==> config.mk <==
export PLATFORM = sky130hd
export DESIGN_NAME = approx_mult_err_monitor_flat
export DESIGN_NICKNAME = d
export VERILOG_FILES = /design/src/rtl/approx_mult_err_monitor_if.sv /design/src/rtl/approx_mult_err_monitor.sv /design/src/flat_wrapper.sv
export SDC_FILE = /design/constraint.sdc
export NUM_CORES = 1
export LEC_CHECK = 0
export BUFFER_PORTS_ARGS = -buffer_cell sky130_fd_sc_hd__buf_2
export CORE_ASPECT_RATIO = 0.6
export CORE_MARGIN = 8
export CORE_UTILIZATION = 50
export CTS_BUF_LIST = sky130_fd_sc_hd__clkbuf_8
export DETAILED_ROUTE_END_ITERATION = 10
export PLACE_DENSITY_LB_ADDON = 0.3
export REMOVE_ABC_BUFFERS = 1
export SYNTH_ARGS = -nofsm -noshare
export SYNTH_HDL_FRONTEND = slang
export SYNTH_SLANG_ARGS = --single-unit
==> constraint.sdc <==
create_clock -name clk -period 7.7 [get_ports clk]
set_clock_uncertainty 0.15 [all_clocks]
set_input_delay 1.155 -clock clk [delete_from_list [all_inputs] [get_ports clk]]
set_output_delay 1.155 -clock clk [all_outputs]
set_load 0.03 [all_outputs]
==> src/rtl/approx_mult_err_monitor_if.sv <==
// Purpose : operand/product bus between the error monitor and the multiplier under test.
// Latency : none, plain wires; the product may arrive some fixed number of cycles after the operands.
// Backpressure: none; the monitor knows when the product is valid from its own counter.
// Ports   : op_a, op_b (monitor -> multiplier), dut_c (multiplier -> monitor).
//           master = monitor side, slave = multiplier side.
interface approx_mult_err_monitor_if #(
  parameter int W = 4
);
  logic [W-1:0]   op_a;
  logic [W-1:0]   op_b;
  logic [2*W-1:0] dut_c;

  modport master (
    output op_a,
    output op_b,
    input  dut_c
  );

  modport slave (
    input  op_a,
    input  op_b,
    output dut_c
  );
endinterface

==> src/rtl/approx_mult_err_monitor.sv <==
// Purpose : exhaustive self-test sweep of a W x W approximate multiplier, accumulating error metrics.
// Latency : each operand pair is held LATENCY+1 cycles; the sweep takes 2^(2W)*(LATENCY+1) cycles in RUN.
// Backpressure: none; start is ignored while busy, and the multiplier must answer within LATENCY cycles.
// Ports   : clk, rst (sync, active high); start pulse in; busy/done status out;
//           mul (master side of the operand/product bus);
//           err_sum, err_cnt, max_ed, max_a, max_b metric outputs.
module approx_mult_err_monitor #(
  parameter int W       = 4,
  parameter int LATENCY = 0
) (
  input  logic                           clk,
  input  logic                           rst,
  input  logic                           start,
  output logic                           busy,
  output logic                           done,
  approx_mult_err_monitor_if.master      mul,
  output logic [4*W-1:0]                 err_sum,
  output logic [2*W:0]                   err_cnt,
  output logic [2*W-1:0]                 max_ed,
  output logic [W-1:0]                   max_a,
  output logic [W-1:0]                   max_b
);

  // Width of the per-case hold counter; at least one bit even when LATENCY=0.
  localparam int WW = (LATENCY > 0) ? $clog2(LATENCY + 1) : 1;
  localparam logic [WW-1:0]    LAST_WAIT = WW'(LATENCY);
  localparam logic [2*W-1:0]   LAST_IDX  = '1;

  typedef enum logic [1:0] {
    IDLE = 2'd0,
    RUN  = 2'd1,
    DONE = 2'd2
  } state_t;

  state_t          state;
  state_t          state_nxt;
  logic [WW-1:0]   wait_cnt;
  logic            clear;
  logic            sample;

  // The operand registers double as the sweep index: A is the high half,
  // so B varies fastest.
  logic [2*W-1:0]  idx;
  logic [2*W-1:0]  idx_nxt;
  logic [2*W-1:0]  a_ext;
  logic [2*W-1:0]  b_ext;
  logic [2*W-1:0]  exact;
  logic [2*W-1:0]  ed;
  logic            ed_nz;

  assign idx     = {mul.op_a, mul.op_b};
  assign idx_nxt = idx + {{(2*W-1){1'b0}}, 1'b1};

  // ------------------------------------------------------------------
  // Per-case error arithmetic; only consumed on sample cycles.
  // ------------------------------------------------------------------
  assign a_ext = {{W{1'b0}}, mul.op_a};
  assign b_ext = {{W{1'b0}}, mul.op_b};
  assign exact = a_ext * b_ext;
  // Unsigned magnitude of the difference, never wraps.
  assign ed    = (mul.dut_c >= exact) ? (mul.dut_c - exact) : (exact - mul.dut_c);
  assign ed_nz = |ed;

  // ------------------------------------------------------------------
  // FSM: state register
  // ------------------------------------------------------------------
  always_ff @(posedge clk) begin
    if (rst) begin
      state <= IDLE;
    end else begin
      state <= state_nxt;
    end
  end

  // ------------------------------------------------------------------
  // FSM: next state and datapath controls
  // ------------------------------------------------------------------
  always_comb begin
    state_nxt = state;
    clear     = 1'b0;
    sample    = 1'b0;
    unique case (state)
      IDLE: begin
        if (start) begin
          state_nxt = RUN;
          clear     = 1'b1;
        end
      end
      RUN: begin
        // The product is valid at the edge closing the last hold cycle.
        if (wait_cnt == LAST_WAIT) begin
          sample = 1'b1;
          if (idx == LAST_IDX) begin
            state_nxt = DONE;
          end
        end
      end
      DONE: begin
        if (start) begin
          state_nxt = RUN;
          clear     = 1'b1;
        end
      end
      default: begin
        state_nxt = IDLE;
      end
    endcase
  end

  assign busy = (state == RUN);
  assign done = (state == DONE);

  // ------------------------------------------------------------------
  // Operand sequencing and metric accumulation
  // ------------------------------------------------------------------
  always_ff @(posedge clk) begin
    if (rst) begin
      mul.op_a <= '0;
      mul.op_b <= '0;
      wait_cnt <= '0;
      err_sum  <= '0;
      err_cnt  <= '0;
      max_ed   <= '0;
      max_a    <= '0;
      max_b    <= '0;
    end else if (clear) begin
      mul.op_a <= '0;
      mul.op_b <= '0;
      wait_cnt <= '0;
      err_sum  <= '0;
      err_cnt  <= '0;
      max_ed   <= '0;
      max_a    <= '0;
      max_b    <= '0;
    end else if (sample) begin
      err_sum  <= err_sum + {{(2*W){1'b0}}, ed};
      err_cnt  <= err_cnt + {{(2*W){1'b0}}, ed_nz};
      // Strictly greater: ties keep the first case in sweep order.
      if (ed > max_ed) begin
        max_ed <= ed;
        max_a  <= mul.op_a;
        max_b  <= mul.op_b;
      end
      wait_cnt <= '0;
      // The final pair (all ones) stays on the bus while in DONE.
      if (idx != LAST_IDX) begin
        mul.op_a <= idx_nxt[2*W-1:W];
        mul.op_b <= idx_nxt[W-1:0];
      end
    end else if (state == RUN) begin
      wait_cnt <= wait_cnt + WW'(1);
    end
  end

endmodule

==> src/flat_wrapper.sv <==
// flat-port wrapper written by rule: the top's interface ports become plain ports
module approx_mult_err_monitor_flat 
#(
  parameter int W       = 4,
  parameter int LATENCY = 0
)
  (clk, rst, start, busy, done, err_sum, err_cnt, max_ed, max_a, max_b, mul_op_a, mul_op_b, mul_dut_c);
  approx_mult_err_monitor_if #(.W(W)) mul_i ();
  input  logic clk;
  input  logic rst;
  input  logic start;
  output logic busy;
  output logic done;
  output logic [4*W-1:0] err_sum;
  output logic [2*W:0] err_cnt;
  output logic [2*W-1:0] max_ed;
  output logic [W-1:0] max_a;
  output logic [W-1:0] max_b;
  output wire logic [$bits(mul_i.op_a)-1:0] mul_op_a;
  output wire logic [$bits(mul_i.op_b)-1:0] mul_op_b;
  input wire logic [$bits(mul_i.dut_c)-1:0] mul_dut_c;
  assign mul_op_a = mul_i.op_a;
  assign mul_op_b = mul_i.op_b;
  assign mul_i.dut_c = mul_dut_c;
  approx_mult_err_monitor #(.W(W), .LATENCY(LATENCY)) u_core (.clk(clk), .rst(rst), .start(start), .busy(busy), .done(done), .mul(mul_i), .err_sum(err_sum), .err_cnt(err_cnt), .max_ed(max_ed), .max_a(max_a), .max_b(max_b));
endmodule
Word level (Yosys, flattened, before mapping)
Cells that the tools add are included.

Register bits after elaboration: 52. Input bits: 11. Output and inout port bits: 51. Logic and storage cells: 42.

$add $sub $neg: 6. Multipliers: 1. Order comparisons: 2. Equality and inequality tests: 7. Multiplexer cells: 9. Reduce and logical (&&, ||, !) cells: 8.

Operator list (count): $add A16 B8 Y16 (1); $sub A8 B8 Y8 (2); $add A9 B1 Y9 (1); $add A8 B1 Y8 const B (1); $eq A8 B8 Y1 const B (1); $ge A8 B8 Y1 (1); $gt A8 B8 Y1 (1); $mul A4 B4 Y8 (1); $mux W8 (1); $ne A8 B8 Y1 const B (1); $reduce_or A8 Y1 (1); $mux W2 (3); $mux W1 (4); $ne A2 B1 Y1 const B (2); $pmux W2 S2 (1); $reduce_and A2 Y1 (2); $reduce_or A2 Y1 (2); $reduce_and A3 Y1 (1); $reduce_or A3 Y1 (1); $eq A2 B1 Y1 const B (1); $eq A2 B2 Y1 const B (1); $logic_not A2 Y1 (1); $ne A2 B2 Y1 const B (1); $add A1 B1 Y1 const B (1).

Depth between registers and ports, before layout
Depth after elaboration: 5. Mapped depth: 28. Gate-level depth less buffers: 26.

Worst setup path before layout
OpenSTA, ideal clock, no wires.

Kind: register to register. Start: register u_core.mul.op_b[2]. End: register u_core.max_a[3]. Library setup time: 72 ps. Data arrival time: 6146 ps. Data required time: 7478 ps. Setup slack: 1333 ps. Cell stages (with the launch flop): 26. Buffers on the path: 2. Clock period less this slack: 6367 ps. Path through: dfxtp_1 -> clkbuf_1 -> nand2_1 -> fa_1 -> inv_1 -> fa_1 -> ha_1 -> a21o_1 -> a21oi_1 -> o21bai_1 -> a21oi_1 -> xor2_1 -> ha_1 -> a21oi_1 -> o21a_2 -> nand2_2 -> a311oi_1 -> o311ai_0 -> a21oi_1 -> xnor2_1 -> ha_1 -> and3_1 -> o211ai_1 -> a311oi_4 -> buf_6 -> mux2i_1.

Word-level cells in the longest chain between the ends: 5. Elaborated cells between the ends (all ways): 7. Classes of those cells: add/sub: 2; mul: 1; order compare: 2; mux: 1; reduce/logical: 1.

Ends and longest elaborated chain: start, declared (line approx_mult_err_monitor_if.sv:15) `output op_b,`; start signal, assigned (line approx_mult_err_monitor.sv:148) `mul.op_b <= idx_nxt[W-1:0];`; $mul A4 B4 Y8 (*) (line approx_mult_err_monitor.sv:59) `assign exact = a_ext * b_ext;`; $sub A8 B8 Y8 / $ge A8 B8 Y1 (equally long branches) (line approx_mult_err_monitor.sv:61) `assign ed = (mul.dut_c >= exact) ? (mul.dut_c - exact) : (exact - mul.dut_c);`; $mux W8 (*) (line approx_mult_err_monitor.sv:61); named net u_core.ed[7] (line approx_mult_err_monitor.sv:48) `logic [2*W-1:0] ed;`; $gt A8 B8 Y1 (*) (line approx_mult_err_monitor.sv:139) `if (ed > max_ed) begin`; $reduce_and A2 Y1 (no source line) (*); end signal, assigned (line approx_mult_err_monitor.sv:141) `max_a <= mul.op_a;`; end, declared (line approx_mult_err_monitor.sv:20) `output logic [W-1:0] max_a,`.

Mark *: on every way through the listed nets, which the timed path passes. The rest lies on a longest branch. A chain may end at the register's enable or synchronous reset.

Worst setup path in the final report
Start: register u_core.mul.op_b[3]. End: register u_core.max_ed[0].

Word-level cells in the longest chain between the ends: 5. Elaborated cells between the ends (all ways): 7. Classes of those cells: add/sub: 2; mul: 1; order compare: 2; mux: 1; reduce/logical: 1.

Ends and longest elaborated chain: $mul A4 B4 Y8 (*) (line approx_mult_err_monitor.sv:59); $sub A8 B8 Y8 / $ge A8 B8 Y1 (equally long branches) (line approx_mult_err_monitor.sv:61); $mux W8 (*) (line approx_mult_err_monitor.sv:61); named net u_core.ed[7] (line approx_mult_err_monitor.sv:48); $gt A8 B8 Y1 (*) (line approx_mult_err_monitor.sv:139); $reduce_and A2 Y1 (no source line) (*); end signal, assigned (line approx_mult_err_monitor.sv:123) `max_ed <= '0;`; end signal, assigned (line approx_mult_err_monitor.sv:132) `max_ed <= '0;`; end signal, assigned (line approx_mult_err_monitor.sv:140) `max_ed <= ed;`; end, declared (line approx_mult_err_monitor.sv:19) `output logic [2*W-1:0] max_ed,`.

Marks and branches as above.

==> flow_summary.toml <==
[synthesis]
ys.flop_type = "dfxtp_1"
syn_area_sq_mm = 0.00408
synth_async_sr_flop_share_pct = 0
synth_cells = 503
ys_ff_latch = 52
avgSynthCellArea_sq_um = 8.12
yosysUniqueCellTypes = 68
synth-edff-count = 0
yosysSeqAreaShare_pct = 25.5
yosysWarnings = 0

[worst_setup_path]
critPathRequiredTime_ns = 7.75
cp_common_cell = "a21oi_1"
r2r_start = "u_core.mul.op_b[3]"
crit_path_top_delay_cell = "fa_1"
rr_worst_depth = 25
cpPeakStageDelay_ns = 0.56
cp.depth = 25
critPathCaptureType = "flip-flop"
cp_top_family = "compound AO/OA/AOI/OAI gates"
startpoint = "u_core.mul.op_b[3]"
crit_type = "reg2reg"
cp-start-kind = "flip-flop"
worst_ep_arrival_time_ns = 6.93
crit_buf_inv = 2
path_max_fanout = 16

[timing]
relSlewSlack_pct = 58.5
tightest_slew_ns = 0.622
final-setup-viol-count = 0
fin_setup_tns_ns = 0
fmaxAchievable_mhz = 145
final_hold_viol_count = 0
finalCritPeriodShare_pct = 89.3
post-route-min-period_ns = 6.88
drv_slew = 0
rsz0062_at_grt = "false"

[place]
port-buffer-count = 61
gp_congestion = 0.894
dp_cells = 657
hpwl_mm = 8.32

[hold_path]
whs_path_depth = 2
min_from = "u_core.max_b[2]"
hold_class = "reg2reg"

[clock_network]
ctsResizeCount = 0
root_buffer = "clkbuf_8"
post-cts-setup-buffers = 0
htreeDepth = 2
cts_hold_buf = 0
clockBufferDepth = 2
cts_tree = "yes"
clk_pin_slew_ns = 0.10
cts_buffers = 5
clkLatencyLatePin_ns = 0.32
clock_sinks = 52

[pwr]
p_leak_uw = 0.00203
vdd_drop_max_mv = 0.0776
powerDensity_mw_per_mm2 = 138

[global_routing]
grt_max_degree = 46
use_met2_pct = 30.2
grtUsageTotal_pct = 18.6
grt_pass1_wl_mm = 17.7
grt.overflow.total = 0
first_global_vias = 3727
grt_util_met1_pct = 24.4
antenna_found_initial = 0
grt-busiest-layer = "met2"
use_met3_pct = 4.32

[finish]
diodes = 0
drive_gt1_share_pct = 16.3
finalNonFillerCells = 665
area_growth_syn_to_layout_pct = 11.7
finalNetCount = 616

[routing]
antenna_left = 0
drcViolationCount = 0
routed_via_density = 5.65
dr.pass1.iters = 5
num_vias = 3755
initialDrtViolationCount = 293
wire_per_inst_um = 15.9
wl_mm = 10.6

[outcome]
status = "finished clean"

[floorplanning]
die_h_um = 86.0
placementRows = 25
core_sq_mm = 0.00788
fp.dieW_um = 133
start_util_pct = 51.8
ioPinCount = 62
dieArea_sq_mm = 0.0114

[job]
cap_violations = 0
state kept, by name (all words and copies together) (netlist names):
signal,flops
u_core.err_cnt,9
u_core.mul.op_b,4
u_core.err_sum,16
u_core.wait_cnt,1
u_core.max_b,4
u_core.mul.op_a,4
u_core.max_ed,8
u_core.state,2
u_core.max_a,4
power by group:
group	internal, uW	switching, uW	total, uW
Sequential	276	8.67	284
Clock	65.4	102	167
Combinational	62.8	116	179
Total	404	226	630
placed cells by master, fill, tap and decap left out, types with 2 or more instances in the layout:
cell type and n:
o21ai_0 15, nor4_1 6, a211oi_1 5, nor2_1 32, ha_1 43, a31o_2 3, mux2i_1 18, maj3_1 3
a311oi_1 6, a21oi_1 24, inv_1 41, nor3_1 11, o211ai_1 3, o311ai_0 4, nor4b_1 2, o21bai_1 2
nor2b_1 4, xnor3_1 2, buf_2 61, a21o_1 4, or3_1 9, o31ai_1 4, and2_1 13, dfxtp_1 52
nand2_1 81, o31a_1 2, buf_4 4, nand4_1 7, nand3_1 11, a22oi_1 3, and3_1 5, xnor2_1 9
fa_1 6, nand2b_1 8, clkbuf_8 5, xor2_1 15
synth_stat cells, types with 8 or more instances:
library cell,n,share of area (%)
nand2_1,81,7.4
dfxtp_1,52,25
clkbuf_1,13,1.2
nand3_1,11,1.3
mux2i_1,18,4.4
nor3_1,11,1.3
ha_1,43,13
xnor2_1,9,1.9
and2_1,13,2.0
nand2b_1,8,1.2
xor2_1,15,3.2
inv_1,41,3.8
a21oi_1,24,2.9
nor2_1,32,2.9
o21ai_0,15,1.8
or3_1,9,1.4
final timing paths:
kind                           end  slack [ns]
setup / recovery  u_core.max_ed[0]        0.82
hold / removal     u_core.max_b[2]        0.32
setup reg to reg  u_core.max_ed[0]        0.82
hold reg to reg    u_core.max_b[2]        0.32
metrics by stage:
stage	utilization (%)	setup WS (ns)	total power, uW	hold slack [ns]	area (sq um)
2_1_floorplan	-	1.22	418	0.341	4000
3_3_place_gp	56.7	1.28	461	0.291	4470
3_5_place_dp	56.7	0.919	466	0.296	4470
4_1_cts	57.9	0.859	633	0.317	4560
5_1_grt	57.9	0.267	664	0.347	4560
6_report	57.9	0.822	630	0.317	4560
tightest hold or removal path: cells and delay by family (launching register included):
family / cells / cell delay (ns)
DFF: 1 / 0.33
and+or+nand+nor: 1 / 0.05
muxes: 1 / 0.05
metal layers:
| metal | share of wire, % | wire length (um) | vias up |
|---|---|---|---|
| li1 | - | - | 1863 |
| met1 | 49 | 5120 | 1768 |
| met2 | 44 | 4660 | 109 |
| met3 | 6.1 | 648 | 15 |
| met4 | 1.2 | 127 | 0 |
| met5 | 0 | 0 | - |
final cells by class:
cell class,instances,area (sq um)
Fill cell,763,3320
Multi-Input combinational cell,391,2800
Sequential cell,52,1040
Timing Repair Buffer,65,335
Inverter,41,154
Tap cell,108,135
Clock buffer,5,68.8
Clock inverter,3,22.5
logic make-up (layout without fill, tap and decap cells):
| family | after synthesis | after routing | synth area share (%) |
|---|---|---|---|
| compound gates | 93 | 93 | 17.0 |
| xor+xnor | 26 | 26 | 6.25 |
| fa+ha+maj | 52 | 52 | 16.9 |
| buf+inv | 60 | 114 | 5.88 |
| flops | 52 | 52 | 25.5 |
| mux | 18 | 18 | 4.41 |
| simple gates | 202 | 202 | 24.1 |
No activity file was read; power rests on OpenSTA's default activity.
